===== config.mk =====
export PLATFORM = sky130hd
export DESIGN_NAME = en_strobe_gen
export DESIGN_NICKNAME = d
export VERILOG_FILES = /design/src/rtl/en_strobe_gen.sv
export SDC_FILE = /design/constraint.sdc
export NUM_CORES = 1
export LEC_CHECK = 0
export CAP_MARGIN = 40
export CORE_MARGIN = 1.5
export CORE_UTILIZATION = 32
export CTS_CLUSTER_DIAMETER = 200
export DETAILED_ROUTE_END_ITERATION = 12
export PLACE_DENSITY = 0.56
export SLEW_MARGIN = 20
export SYNTH_ARGS = -nofsm -noshare
export SYNTH_HDL_FRONTEND = slang
export SYNTH_SLANG_ARGS = --single-unit

===== constraint.sdc =====
create_clock -name clk -period 2.65 [get_ports clk]
set_input_delay 0.6625 -clock clk [delete_from_list [all_inputs] [get_ports clk]]
set_output_delay 0.6625 -clock clk [all_outputs]
set_load 0.01 [all_outputs]

===== src/rtl/en_strobe_gen.sv =====
// Programmable enable-strobe generator: after an accepted start it emits one-cycle
// en pulses every max(div,1) clocks, for num strobes or continuously until stop.
module en_strobe_gen #(
    parameter int CW = 8,
    parameter int NW = 8
) (
    input  logic          clk,
    input  logic          rst,
    input  logic          start,
    input  logic          stop,
    input  logic [CW-1:0] div,
    input  logic [NW-1:0] num,
    output logic          en,
    output logic          busy,
    output logic          done,
    output logic [NW-1:0] sent
);

    typedef enum logic {
        ST_IDLE = 1'b0,
        ST_RUN  = 1'b1
    } state_t;

    state_t        state_q, state_d;
    logic [CW-1:0] period_q, period_d;
    logic [CW-1:0] cnt_q, cnt_d;
    logic [NW-1:0] num_q, num_d;
    logic [NW-1:0] sent_q, sent_d;
    logic          en_q, en_d;
    logic          done_q, done_d;

    logic [CW-1:0] period_last;
    logic [CW-1:0] cnt_wrap;
    logic [NW-1:0] sent_inc;
    logic          final_strobe;

    // en_q is high exactly when cnt_q sits at P-1, so the strobe seen this cycle
    // is the one being counted and tested for "final" here.
    assign period_last  = period_q - CW'(1);
    assign cnt_wrap     = (cnt_q == period_last) ? '0 : cnt_q + CW'(1);
    assign sent_inc     = sent_q + NW'(1);
    assign final_strobe = en_q && (num_q != '0) && (sent_inc == num_q);

    always_comb begin
        state_d  = state_q;
        period_d = period_q;
        cnt_d    = cnt_q;
        num_d    = num_q;
        sent_d   = sent_q;
        en_d     = 1'b0;
        done_d   = 1'b0;

        case (state_q)
            ST_IDLE: begin
                if (start && !stop) begin
                    period_d = (div == '0) ? CW'(1) : div;
                    num_d    = num;
                    cnt_d    = '0;
                    sent_d   = '0;
                    en_d     = (period_d == CW'(1));
                    state_d  = ST_RUN;
                end
            end

            ST_RUN: begin
                if (en_q) begin
                    sent_d = sent_inc;
                end
                // A final strobe completes the burst even if stop arrives with it.
                if (final_strobe) begin
                    done_d  = 1'b1;
                    cnt_d   = '0;
                    state_d = ST_IDLE;
                end else if (stop) begin
                    cnt_d   = '0;
                    state_d = ST_IDLE;
                end else begin
                    cnt_d = cnt_wrap;
                    en_d  = (cnt_wrap == period_last);
                end
            end

            default: begin
                state_d = ST_IDLE;
            end
        endcase
    end

    always_ff @(posedge clk) begin
        if (rst) begin
            state_q  <= ST_IDLE;
            period_q <= CW'(1);
            cnt_q    <= '0;
            num_q    <= '0;
            sent_q   <= '0;
            en_q     <= 1'b0;
            done_q   <= 1'b0;
        end else begin
            state_q  <= state_d;
            period_q <= period_d;
            cnt_q    <= cnt_d;
            num_q    <= num_d;
            sent_q   <= sent_d;
            en_q     <= en_d;
            done_q   <= done_d;
        end
    end

    assign en   = en_q;
    assign busy = (state_q == ST_RUN);
    assign done = done_q;
    assign sent = sent_q;

endmodule

Yosys cells after proc, flatten, opt, wreduce, memory -nomap -nowiden
Cells that the tools add are included.
{"block": "word_totals", "regBits": 35, "latchBits": 0, "ramBits": 0, "romBits": 0, "input_bits": 20, "out_inout_bits": 11, "elab_cells": 43, "n_memories": 0}
{"block": "op_classes", "addsub": 3, "multipliers": 0, "div": 0, "magnitude_cmp": 0, "eq_ne": 6, "shift": 0, "mux": 17, "bitwise": 1, "n_reduce_logical": 9}
{"op": "$mux W8", "n": 6}
{"op": "$pmux W8 S2", "n": 2}
{"op": "$eq A8 B8 Y1", "n": 3}
{"op": "$add A8 B1 Y8 const B", "n": 2}
{"op": "$eq A8 B1 Y1 const B", "n": 1}
{"op": "$logic_not A8 Y1", "n": 1}
{"op": "$reduce_bool A8 Y1", "n": 1}
{"op": "$sub A8 B1 Y8 const B", "n": 1}
{"op": "$mux W1", "n": 7}
{"op": "$pmux W1 S2", "n": 2}
{"op": "$reduce_and A2 Y1", "n": 2}
{"op": "$logic_and A1 B1 Y1", "n": 3}
{"op": "$ne A2 B1 Y1 const B", "n": 1}
{"op": "$ne A2 B2 Y1 const B", "n": 1}
{"op": "$reduce_or A2 Y1", "n": 1}
{"op": "$logic_not A1 Y1", "n": 1}
{"op": "$not A1 Y1", "n": 1}

Logic depth before layout (Yosys ltp)
{"block": "depth", "depth_word": 7, "mapped_depth": 9, "depth_no_buf": 9}

Worst setup path before layout
OpenSTA, ideal clock, no wires.
{"block": "synth_path", "path_type": "reg2reg", "start": "reg period_q[0]", "end": "reg en_q (netlist: en)", "setup_time_ns": 0.116, "arrival_time_ns": 2.352, "required_ns": 2.534, "path_slack_ns": 0.181, "stages_incl_launch_ff": 8, "path_buffers": 0, "synth_period_minus_slack_ns": 2.469, "path_cell_list": "dfxtp_1 > or4_4 > nor4_4 > xor3_2 > a2111oi_4 > o21ai_1 > a22o_1 > a41o_1"}
{"block": "synth_between", "elab_chain_cells": 7}
{"item": "start: declaration", "line_no": "25", "text": "logic [CW-1:0] period_q, period_d;"}
{"item": "start signal: assignment", "line_no": "100", "text": "period_q <= period_d;"}
{"item": "$sub A8 B1 Y8 *", "line_no": "39", "text": "assign period_last = period_q - CW'(1);"}
{"item": "$eq A8 B8 Y1", "line_no": "40", "text": "assign cnt_wrap = (cnt_q == period_last) ? '0 : cnt_q + CW'(1);"}
{"item": "$mux W8", "line_no": "40"}
{"item": "$eq A8 B8 Y1 *", "line_no": "79", "text": "en_d = (cnt_wrap == period_last);"}
{"item": "$mux W1 *", "line_no": "74", "text": "end else if (stop) begin"}
{"item": "$mux W1 *", "line_no": "70", "text": "if (final_strobe) begin"}
{"item": "$pmux W1 S2 *", "line_no": "53", "text": "case (state_q)"}
{"item": "end signal: assignment", "line_no": "104", "text": "en_q <= en_d;"}
{"item": "end: declaration", "line_no": "29", "text": "logic en_q, en_d;"}
Mark *: on every way between the ends. The rest lies on a longest branch, timed or not.
A chain may end at the register's enable or synchronous reset.

Worst setup path in the final report
Ends and elaborated chain as after synthesis.

==> impl_metrics.toml <==
[status]
status = "finished with violations"
violations = "DRC"

[logic_synthesis]
synthDistinctLibCells = 57
synth-edff-count = 0
ys_warn_count = 0
synthArstFlopShare_pct = 0
netlist_instances = 281
avgSynthCellArea_um2 = 7.75
synth_most_common_cell = "nand2_1"
synth_area_leaders = "dfxtp_1, nand2_1, a21oi_1, xnor2_1, nor2_1"
synthTopCellsByCount = "nand2_1, dfxtp_1, a21oi_1"
yosysTopAreaCellShare_pct = 32.2
synth-main-ff-cell = "dfxtp_1"
synth_area_um2 = 2180
synth_seq_cells = 35
yosysTopAreaCell = "dfxtp_1"
seq_area_frac_synth_pct = 32.2
syn_nets = 304

[global_routing]
grt_pass1_vias = 2014
grt_start_max_net_pins = 27
grt_usage_pct = 16.2
grt_pass1_wl_um = 9560
overflow = 0
antenna_found_initial = 0

[sta]
clock_skew_ns = 0.0105
holdWs_ns = 0.483
finalCritPeriodShare_pct = 95.1
worst_pin_slew_ns = 0.429
rsz0062_at_grt = "yes"
setup_viol = 0
layout_min_cycle_time_ns = 2.52
hold_viol_final = 0
drv_slew = 0
slew_headroom_pct = 70.7
max_freq_mhz = 397

[hold_path]
worstHoldStart = "num_q[0]"
hold_path_class = "reg2reg"
min_to = "num_q[0]"
min_path_cells = 2

[clocking]
path_clk_slew_ns = 0.07
cts_root_buf = "clkbuf_8"
clockBufferDepth = 2
cts_tree = "built"
postCtsHoldBufs = 0
clk_latency_ns = 0.29
clock-sinks = 35
htree_levels = 2
numCtsBuffers = 5

[worst_setup_path]
cp.arrival_ns = 2.70
reg2reg_to = "en"
crit_type = "reg2reg"
critPathSlowestCell = "or4_4"
reg2reg_depth = 7
crit_required_ns = 2.83
crit_path_start_kind = "register"
cp_max_fo = 7
slowest_delay_ns = 0.57
critPathCaptureType = "register"
ff2ff_setup_slack_ns = 0.13
r2r-start = "period_q[0]"
critical_path.cell_chain = "or4_4 > nor4_4 > xor3_2 > a2111oi_4 > o21ai_1 > a22o_1 > a41o_1"

[place]
dp_hpwl_um = 4090
gp_congestion = 0.870
numPortBuffers = 30
placed_cells = 387

[power_and_ir_drop]
p_leak_nw = 0.972
power.switching_uw = 322
total_power_mw = 1.18
power_density_nw_per_um2 = 433
power_frac_comb_pct = 18.9
swShare_pct = 27.4
p_int_uw = 856
ir_worst_vdd_mv = 0.252
seqPwrFrac_pct = 47.5
pwr-share-clk_pct = 33.6

[cells_and_area]
utilization_pct = 42.1
drive_gt1_share_pct = 10.7
fill_cells = 668
syn2layout_area_growth_pct = 24.9
nets = 342
fin_cells = 396
diodes = 0

[drt]
routed_wl_um = 5490
drtAntennaViolNets = 0
first_iter_violations = 96
wire_per_inst_um = 13.9
vias_per_cell = 5.34
num_vias = 2115
first_pass_iters = 8
drc_errors = 3

[die]
fp.dieH_um = 85.5
io-pin-count = 31
core_um2 = 6460
die_w_um = 85.5
start_util_pct = 33.7
rows = 29
die_area_um2 = 7310

[job]
cap_violations = 0
==> area by class of cell <==
cell class	count	area, um^2	share of cell area [%]
tap	77	96.3	3.54
inverter	10	37.5	1.38
sequential	35	702	25.8
timing repair buffer	45	413	15.2
multi-input combinational	222	1380	50.9
clock buffer	6	82.6	3.04
clock inverter	1	5.00	0.184
==> layout by cell type, fill, tap and decap left out, types with 2 or more instances in the layout <==
cell / instances
dfxtp_1: 34
buf_4: 15
a2bb2oi_1: 2
o211ai_1: 2
nand4_1: 6
xor2_1: 6
clkdlybuf4s50_1: 30
a21oi_1: 31
a32oi_1: 3
inv_1: 10
nor3b_2: 2
and4_1: 2
a31oi_1: 7
nor2b_1: 5
ha_1: 3
xnor2_1: 13
o21ai_0: 7
clkbuf_8: 6
a211o_1: 2
nor2_1: 24
nor3_1: 6
nand2_1: 46
o22ai_1: 2
nor4_1: 6
nand2b_1: 3
nand3_1: 13
==> routing by layer <==
metal	GRT usage, %	share of wire, %	vias to the layer above
li1	-	-	1088
met1	20.3	46	981
met2	28.3	49	44
met3	3.75	3.8	2
met4	3.52	0.49	0
met5	0	0	-
==> power groups by stage <==
stage / Combinational, mW / Sequential [mW] / Clock, mW
after floorplan: 0.141 / 0.567 / 0
after global placement: 0.213 / 0.571 / 0
after detailed placement: 0.214 / 0.571 / 0
after CTS: 0.215 / 0.559 / 0.412
after global routing: 0.247 / 0.561 / 0.435
final: 0.223 / 0.559 / 0.396
==> worst max-delay path, delay by kind of cell, from the launching register on <==
kind	cells	cell delay (ns)
AOI/OAI and AO/OA	4	0.97
xor gates and xnor gates	1	0.32
DFF	1	0.35
and+or+nand+nor	2	0.77
==> stage by stage <==
step	instance area [um^2]	TNS, ns	setup slack [ns]
after floorplan	2180	0	0.181
after global placement	2620	0	0.0985
after detailed placement	2620	0	0.0558
after CTS	2700	0	0.0494
after global routing	2720	-0.0234	-0.0234
final	2720	0	0.131
==> registers in the layout (all words and copies together), names as in the netlist <==
signal / cells
num_q: 8
busy: 1
done: 1
sent: 8
en: 1
cnt_q: 8
period_q: 8
==> kinds of logic after synthesis <==
family | after synthesis | share of synthesized area, %
xor gates and xnor gates | 22 | 10.6
adders and majority gates | 3 | 1.72
muxes | 1 | 0.460
DFF | 35 | 32.2
buffers and inverters | 24 | 4.31
AOI/OAI and AO/OA | 69 | 20.9
and+or+nand+nor | 127 | 29.9
==> worst max-delay path by stage <==
stage | slack, ns | to | from
CTS | 0.05 | en | period_q[0]
global placement | 0.1 | en | period_q[0]
detailed placement | 0.06 | en | period_q[0]
global route | -0.02 | en | period_q[0]
finish | 0.13 | en | period_q[0]
floorplan | 0.18 | en | period_q[0]
==> what timing repair did <==
action / in CTS / in global routing
buffers inserted: 0 / 2
resized for setup: 0 / 1
setup endpoints to repair: 0 / 7
(Power assumes the default switching activity.)
